**config.mk**
```make
export PLATFORM = sky130hd
export DESIGN_NAME = hdb3_bnzs_encoder_flat
export DESIGN_NICKNAME = d
export VERILOG_FILES = /design/src/rtl/hdb3_bnzs_encoder_pkg.sv /design/src/rtl/hdb3_bnzs_encoder_if.sv /design/src/rtl/hdb3_bnzs_encoder_polarity.sv /design/src/rtl/hdb3_bnzs_encoder.sv /design/src/flat_wrapper.sv
export SDC_FILE = /design/constraint.sdc
export NUM_CORES = 1
export LEC_CHECK = 0
export CORE_ASPECT_RATIO = 0.8
export CORE_MARGIN = 2
export CORE_UTILIZATION = 50
export CTS_BUF_LIST = sky130_fd_sc_hd__clkbuf_2
export CTS_CLUSTER_SIZE = 25
export DETAILED_ROUTE_END_ITERATION = 16
export PLACE_DENSITY = 0.7
export SLEW_MARGIN = 20
export SYNTH_ARGS = -nofsm -noshare
export SYNTH_HDL_FRONTEND = slang
export SYNTH_HIERARCHICAL = 1
export SYNTH_SLANG_ARGS = --single-unit
export TNS_END_PERCENT = 50
```
**constraint.sdc**
```tcl
create_clock -name clk -period 1.8 [get_ports clk]
set_input_delay 0.36 -clock clk [delete_from_list [all_inputs] [get_ports clk]]
set_output_delay 0.36 -clock clk [all_outputs]
set_load 0.01 [all_outputs]
```
**src/rtl/hdb3_bnzs_encoder_pkg.sv**
```systemverilog
// rtl/hdb3_bnzs_encoder_pkg.sv - shared symbol codes and delay-line entry kinds
// Purpose: symbol codes driven onto the ternary line and the kinds of entry
// held in the encoder delay line.
package hdb3_pkg;

  localparam logic [1:0] SYM_ZERO = 2'b00;
  localparam logic [1:0] SYM_POS  = 2'b01;
  localparam logic [1:0] SYM_NEG  = 2'b11;

  typedef enum logic [1:0] {
    K_ZERO = 2'd0,
    K_ONE  = 2'd1,
    K_B    = 2'd2,
    K_V    = 2'd3
  } kind_t;

endpackage

```
**src/rtl/hdb3_bnzs_encoder_if.sv**
```systemverilog
// rtl/hdb3_bnzs_encoder_if.sv - NRZ input / ternary output bundle of the encoder
// Purpose: groups the input handshake and the symbol output.
// Ports:
//   in_valid, in_data        : NRZ bit and its accept strobe (no backpressure)
//   out_valid                : symbol fields valid this cycle
//   out_sym, out_v, out_b    : line symbol (00/01/11), V and B markers
// Modports: master drives the input side, slave is the encoder itself.
interface hdb3_bnzs_encoder_if;

  logic       in_valid;
  logic       in_data;
  logic       out_valid;
  logic [1:0] out_sym;
  logic       out_v;
  logic       out_b;

  modport master (
    output in_valid, in_data,
    input  out_valid, out_sym, out_v, out_b
  );

  modport slave (
    input  in_valid, in_data,
    output out_valid, out_sym, out_v, out_b
  );

endinterface

```
**src/rtl/hdb3_bnzs_encoder_polarity.sv**
```systemverilog
// rtl/hdb3_bnzs_encoder_polarity.sv - AMI polarity assignment of delay-line entries
// Purpose: turns an entry kind into a signed line symbol, tracking the
// polarity of the last nonzero symbol emitted.
// Ports:
//   clk, rst        : clock, asynchronous active-high reset
//   en              : register a new symbol from kind this cycle
//   kind            : entry leaving the delay line
//   out_sym         : registered line symbol
//   out_v, out_b    : registered V / B markers
module hdb3_polarity
  import hdb3_pkg::*;
(
  input  logic       clk,
  input  logic       rst,
  input  logic       en,
  input  kind_t      kind,
  output logic [1:0] out_sym,
  output logic       out_v,
  output logic       out_b
);

  // last_neg=1 means the last nonzero symbol was -1; reset so the first pulse is +1.
  logic last_neg;

  always_ff @(posedge clk or posedge rst) begin
    if (rst) begin
      last_neg <= 1'b1;
      out_sym  <= SYM_ZERO;
      out_v    <= 1'b0;
      out_b    <= 1'b0;
    end else if (en) begin
      case (kind)
        K_ONE, K_B: begin
          out_sym  <= last_neg ? SYM_POS : SYM_NEG;
          last_neg <= ~last_neg;
          out_v    <= 1'b0;
          out_b    <= (kind == K_B);
        end
        K_V: begin
          // Violation repeats the previous polarity and leaves it unchanged.
          out_sym <= last_neg ? SYM_NEG : SYM_POS;
          out_v   <= 1'b1;
          out_b   <= 1'b0;
        end
        default: begin
          out_sym <= SYM_ZERO;
          out_v   <= 1'b0;
          out_b   <= 1'b0;
        end
      endcase
    end
  end

endmodule

```
**src/rtl/hdb3_bnzs_encoder.sv**
```systemverilog
// rtl/hdb3_bnzs_encoder.sv - HDB3-family encoder with parametrised zero-run substitution
// Purpose: accepts NRZ bits, substitutes each run of N_ZEROS zeros with
// 000V or B00V, and emits signed ternary symbols N_ZEROS accepts later.
// Ports:
//   clk, rst : clock, asynchronous active-high reset
//   bus      : slave side of hdb3_bnzs_encoder_if (input bit, output symbol)
module hdb3_bnzs_encoder
  import hdb3_pkg::*;
#(
  parameter int N_ZEROS = 4
) (
  input logic                  clk,
  input logic                  rst,
  hdb3_bnzs_encoder_if.slave   bus
);

  localparam int ZW = $clog2(N_ZEROS + 1);

  kind_t         sr [N_ZEROS];
  logic [ZW-1:0] zrun;
  logic [ZW-1:0] fill;
  logic          par;

  logic accept;
  logic full;
  logic hit;

  assign accept = bus.in_valid;
  assign full   = (fill == ZW'(N_ZEROS));
  // This zero completes a run of N_ZEROS and becomes a V.
  assign hit    = !bus.in_data && (zrun == ZW'(N_ZEROS - 1));

  always_ff @(posedge clk or posedge rst) begin
    if (rst) begin
      for (int i = 0; i < N_ZEROS; i++) sr[i] <= K_ZERO;
      zrun          <= '0;
      fill          <= '0;
      par           <= 1'b0;
      bus.out_valid <= 1'b0;
    end else begin
      bus.out_valid <= accept && full;
      if (accept) begin
        for (int i = N_ZEROS - 1; i > 0; i--) sr[i] <= sr[i-1];
        // Even pulse count: the first zero of the run, now reaching the
        // oldest slot, becomes B so the V keeps the line balanced.
        if (hit && !par) sr[N_ZEROS-1] <= K_B;
        sr[0] <= bus.in_data ? K_ONE : (hit ? K_V : K_ZERO);

        if (bus.in_data || hit) zrun <= '0;
        else                    zrun <= zrun + ZW'(1);

        if (hit)              par <= 1'b0;
        else if (bus.in_data) par <= ~par;

        if (!full) fill <= fill + ZW'(1);
      end
    end
  end

  hdb3_polarity u_polarity (
    .clk     (clk),
    .rst     (rst),
    .en      (accept && full),
    .kind    (sr[N_ZEROS-1]),
    .out_sym (bus.out_sym),
    .out_v   (bus.out_v),
    .out_b   (bus.out_b)
  );

endmodule

```
**src/flat_wrapper.sv**
```systemverilog
// flat-port wrapper written by rule: the top's interface ports become plain ports
module hdb3_bnzs_encoder_flat import hdb3_pkg::*;
#(
  parameter int N_ZEROS = 4
)
  (clk, rst, bus_in_valid, bus_in_data, bus_out_valid, bus_out_sym, bus_out_v, bus_out_b);
  hdb3_bnzs_encoder_if bus_i ();
  input logic clk;
  input logic rst;
  input wire logic [$bits(bus_i.in_valid)-1:0] bus_in_valid;
  input wire logic [$bits(bus_i.in_data)-1:0] bus_in_data;
  output wire logic [$bits(bus_i.out_valid)-1:0] bus_out_valid;
  output wire logic [$bits(bus_i.out_sym)-1:0] bus_out_sym;
  output wire logic [$bits(bus_i.out_v)-1:0] bus_out_v;
  output wire logic [$bits(bus_i.out_b)-1:0] bus_out_b;
  assign bus_i.in_valid = bus_in_valid;
  assign bus_i.in_data = bus_in_data;
  assign bus_out_valid = bus_i.out_valid;
  assign bus_out_sym = bus_i.out_sym;
  assign bus_out_v = bus_i.out_v;
  assign bus_out_b = bus_i.out_b;
  hdb3_bnzs_encoder #(.N_ZEROS(N_ZEROS)) u_core (.clk(clk), .rst(rst), .bus(bus_i));
endmodule
```
Word-level counts from Yosys, hierarchy flattened
Index checks and enable logic that the tools add are counted.
{"block": "totals", "reg_bits": 21, "latchBits": 0, "mem_bits_rw": 0, "romBits": 0, "in_bits": 4, "memories": 0}
{"block": "op_classes", "add_sub_neg": 2, "n_mul": 0, "div": 0, "order_cmp": 0, "eq_ne": 5, "shifts": 0, "mux": 11, "bitwise": 3, "reduce_logical": 11}
{"operator": "$mux 2", "n": 5}
{"operator": "$add 3x1->3 const B", "n": 2}
{"operator": "$reduce_and 2->1", "n": 3}
{"operator": "$eq 2x2->1 const B", "n": 2}
{"operator": "$mux 1", "n": 4}
{"operator": "$pmux 2 s2", "n": 1}
{"operator": "$eq 3x2->1 const B", "n": 1}
{"operator": "$eq 3x3->1 const B", "n": 1}
{"operator": "$logic_and 1x1->1", "n": 3}
{"operator": "$mux 3", "n": 1}
{"operator": "$not 1->1", "n": 3}
{"operator": "$eq 2x1->1 const B", "n": 1}
{"operator": "$logic_not 1->1", "n": 2}
{"operator": "$reduce_bool 2->1", "n": 1}
{"operator": "$reduce_or 2->1", "n": 1}
{"operator": "$logic_or 1x1->1", "n": 1}

Logic depth before layout (Yosys ltp)
{"block": "depth", "word_depth": 4, "ltp_mapped": 6}

Cells and area by module
The synthesis kept the hierarchy.
{"mod": "hdb3_bnzs_encoder", "instances": 1, "cells_each": 58, "area_each_um2": 698.2}
{"mod": "hdb3_polarity", "instances": 1, "cells_each": 21, "area_each_um2": 250.2}

Least setup slack after synthesis
Ideal clock, no wire load.
{"block": "synth_timing", "path_type": "reg-to-reg", "start": "register u_core.zrun[0]", "end": "register u_core/sr[6] (netlist name)", "setup_ps": 125, "t_arrival_ps": 1276, "path_slack_ps": 399, "stages_incl_launch_ff": 5, "path_buffers": 0, "cell_sequence": "dfrtp_1 -> ha_1 -> ha_1 -> or2_1 -> mux2_2"}
{"block": "synth_via", "elab_chain_len": 4}
{"element": "start, declared", "line_no": "hdb3_bnzs_encoder.sv:20", "rtl": "logic [ZW-1:0] zrun;"}
{"element": "start signal, assigned", "line_no": "hdb3_bnzs_encoder.sv:50", "rtl": "else zrun <= zrun + ZW'(1);"}
{"element": "$eq 3x2->1", "line_no": "hdb3_bnzs_encoder.sv:31", "rtl": "assign hit = !bus.in_data && (zrun == ZW'(N_ZEROS - 1));"}
{"element": "$logic_and 1x1->1", "line_no": "hdb3_bnzs_encoder.sv:31"}
{"element": "$mux 2 (2 in a row)", "line_no": "hdb3_bnzs_encoder.sv:47", "rtl": "sr[0] <= bus.in_data ? K_ONE : (hit ? K_V : K_ZERO);"}
{"element": "end, declared", "line_no": "hdb3_bnzs_encoder.sv:19", "rtl": "kind_t sr [N_ZEROS];"}
No other way between the ends.
A chain may end at the register's enable or synchronous reset.

Final worst setup path
{"block": "layout_timing", "start": "register u_core.u_polarity.out_b", "end": "output bus_out_b"}
{"element": "start, declared", "line_no": "hdb3_bnzs_encoder_polarity.sv:19", "rtl": "output logic out_b"}
{"element": "start signal, assigned", "line_no": "hdb3_bnzs_encoder_polarity.sv:37", "rtl": "out_b <= (kind == K_B);"}
{"element": "end, declared", "line_no": "flat_wrapper.sv:15", "rtl": "output wire logic [$bits(bus_i.out_b)-1:0] bus_out_b;"}
No word-level cell between the ends.

==> qor.csv <==
stage,metric,value,unit
outcome,status,completed,
flow_run,max cap viols,0,
timing,Min Hold Slack,0.252,ns
placed_design,GP Congestion,0.736,
critical_path,RR Startpoint,u_core/zrun[0],
timing,actual slew at the worst max-slew pin,0.222,ns
routing,vias per std cell,4.91,
grt,total gr overflow,0,
power,share of total power in the clock network,14.0,%
routing,DRT Pass-1 Iters,4,
critical_path,CP endpoint kind,output pin,
power,sw frac,30.1,%
floorplan,FP Rows,14,
synth,area share of the largest cell type after synthesis,52.8,%
clock_tree,post-CTS setup buffers,0,
critical_path,Worst Setup EP,bus_out_b,
critical_path,Critical Path AT,1.23,ns
routing,1st-iter DRT viols,8,
clock_tree,CTS tree,done,
cells_and_area,antenna cells,0,
critical_path,"Cell Chain, Critical Path",clkdlybuf4s50_1,
synth,most area-consuming cells after synthesis,"dfrtp_1 53%, ha_1 9.2%, mux2_2 7.1%, inv_1 4.0%, mux2_4 3.2%",
synth,simple-gate share of the synthesized area,7.92,%
synth,Synth Flop Type,dfrtp_1,
critical_path,Top delay family on crit path,buffers and inverters,
routing,antenna-violating nets left,0,
synth,synth warn,6,
synth,Mean Syn Cell Area,12.0,um2
timing,Final setup viols,0,
synth,most common cell in the synthesized netlist,dfrtp_1,
critical_path,r2r endpoint,u_core/sr[6],
power,Peak supply drop,0.000728,V
grt,initial antenna violation count,0,
cells_and_area,multi-input logic area,369,um2
timing,worst setup margin,0.210,ns
power,Comb power frac,34.0,%
synth,synthesized flop and latch total,21,
critical_path,critical path type,register to output pin,
critical_path,Worst Path Required,1.44,ns
grt,vias in the first global route,568,
synth,multiplexer area fraction after synthesis,11.3,%
placed_design,IO Port Bufs,8,
placed_design,DP HPWL,993,um
grt,largest net degree at the start of global routing,17,
synth,Post-synth EDFFs,0,
synth,Syn Inst Count,79,
timing,RSZ-0062 raised after global routing,false,
clock_tree,CTS Buffer Depth,2,
power,sequential share of power,52.0,%
timing,fraction of the cycle the final worst path needs,88.3,%
critical_path,startpoint types,register,
cells_and_area,FF+latch area,527,um2
synth,sequential share of the synthesized area,55.5,%
power,Leakage,0.512,nW
synth,Syn Nets,90,
clock_tree,later-pin clock latency in the skew report,0.31,ns
timing,Max Clk Rate,629,MHz
synth,largest area contributor in the netlist,dfrtp_1,
floorplan,Initial Utilization,51.6,%
routing,WL/cell,11.6,um
cells_and_area,filler instances,160,
clock_tree,hold-fix buffers at CTS,0,
timing,final hold vios,0,
clock_tree,clock slew at reported path FFs,0.17,ns
placed_design,Placed Cells,112,
power,P_int,0.954,mW
synth,synth cell count leaders,"20 x dfrtp_1, 10 x inv_1, 7 x ha_1, 6 x mux2_2, 4 x a21oi_1",
clock_tree,post_cts resized,0,
cells_and_area,fin cells,116,
power,Switching Power,0.412,mW
clock_tree,clk sink count,21,
floorplan,Placeable Area,1840,um2
timing,relative slew slack,85.2,%
synth,Synth cell types,25,
power,Power Dens Cells,1250,nW/um2
critical_path,CP Max Fanout,2,
routing,via count,569,
cells_and_area,share of layout cells above drive strength 1,19.6,%
clock_tree,Root Driver,clkbuf_2,
cells_and_area,final core utilization,59.5,%
floorplan,chip width,52.7,um
synth,"FFs w/ async S/R, synth",100,%
critical_path,R2R setup slack,0.31,ns
synth,Synth Area in Adders,9.23,%
clock_tree,CTS Buf Count,3,
synth,post-synthesis compound-gate area fraction,8.58,%
grt,gr usage total,15.3,%
synth,"Cell Area, Synth",948,um2
synth,largest family of logic cells by synthesized area,multiplexers,
critical_path,max incr delay on CP,0.54,ns
routing,# DRC,0,
timing,Clock Skew,0.0102,ns
cells_and_area,NumNets Final,104,
timing,minimum clock period,1.59,ns
synth,XOR/XNOR Fraction of Synth Area,1.85,%
critical_path,Stages on worst setup path,1,
floorplan,chip height,43.0,um
critical_path,Critical-path top delay cell,clkdlybuf4s50_1,
placed_design,Setup WS pre-CTS,0.181,ns
timing,final slew viol count,0,
cells_and_area,Area Growth Syn to Fin,15.3,%
critical_path,Worst Reg2Reg Path Length in Cells,4,
clock_tree,htree depth,1,
timing,setup TNS,0,ns
floorplan,Die ar.,2260,um2
critical_path,WP buf/inv,1,
routing,final wirelength,1340,um
critical_path,crit path from,u_core/u_polarity/out_b,
worst_hold_path,Hold WC Path Type,input pin to async pin,
grt,first-pass GRT wire length,2520,um
floorplan,IO Count,9,
==> registers in the layout (all words and copies together), names as in the netlist <==
name	cells
u_core/sr	8
u_core/fill	3
u_core/zrun	3
u_core/u_polarity/out_sym	2
u_core/bus.out_valid	1
u_core/par	1
u_core/u_polarity/last_neg	1
u_core/u_polarity/out_b	1
u_core/u_polarity/out_v	1
==> routing by layer <==
layer	vias to the layer above	track usage (%)	share of wire, %
met5	-	0	0
met4	0	1.54	0
met3	0	6.34	4.6
met2	13	25.0	48
met1	266	19.8	48
li1	290	-	-
==> cell type report <==
cell class | instances | share of cell area (%)
repair buffers | 12 | 10.1
inverters | 10 | 3.43
multi-input cells | 45 | 33.8
clock buffers | 4 | 1.83
flip-flops and latches | 21 | 48.2
well taps | 24 | 2.75
==> worst min-delay path by stage <==
stage | from | endpoint | slack, ns
after floorplan | rst | u_core/u_polarity/out_b | 0.14
after global placement | u_core/par | u_core/par | 0.46
after detailed placement | u_core/sr[5] | u_core/sr[3] | 0.47
after CTS | rst | u_core/u_polarity/out_sym[1] | 0.23
after global routing | rst | u_core/u_polarity/out_sym[0] | 0.22
final | rst | u_core/u_polarity/out_sym[1] | 0.25
==> placed cells by master, fill, tap and decap left out, types with 2 or more instances in the layout <==
cell / n
dfrtp_1: 20
inv_1: 10
clkdlybuf4s50_1: 8
ha_1: 7
mux2_2: 6
clkbuf_2: 4
a21oi_1: 4
buf_4: 4
a31oi_1: 3
nor2_1: 3
nand2_1: 3
xnor2_1: 2
nor2b_1: 2
o22ai_1: 2
o21ai_0: 2
mux2_4: 2
==> power by group through the flow <==
| stage | registers (mW) | logic, mW | clock network, mW |
|---|---|---|---|
| 2_1_floorplan | 0.725 | 0.291 | 0 |
| 5_1_grt | 0.733 | 0.535 | 0.226 |
| 4_1_cts | 0.713 | 0.470 | 0.206 |
| 3_5_place_dp | 0.724 | 0.469 | 0 |
| 6_report | 0.710 | 0.465 | 0.191 |
| 3_3_place_gp | 0.717 | 0.458 | 0 |
==> cell families (layout without fill, tap and decap cells) <==
group / after synthesis / count (layout)
fa+ha+maj: 7 / 7
flops: 21 / 21
buf+inv: 13 / 26
simple gates: 14 / 14
compound gates: 13 / 13
mux: 9 / 9
xor+xnor: 2 / 2
==> metrics by stage <==
step           total power, mW  area (um2)
6_report                  1.37        1090
5_1_grt                   1.49        1090
3_5_place_dp              1.19        1070
4_1_cts                   1.39        1090
2_1_floorplan             1.02         948
3_3_place_gp              1.17        1070
Note: power is estimated with default switching activity, not from simulation.
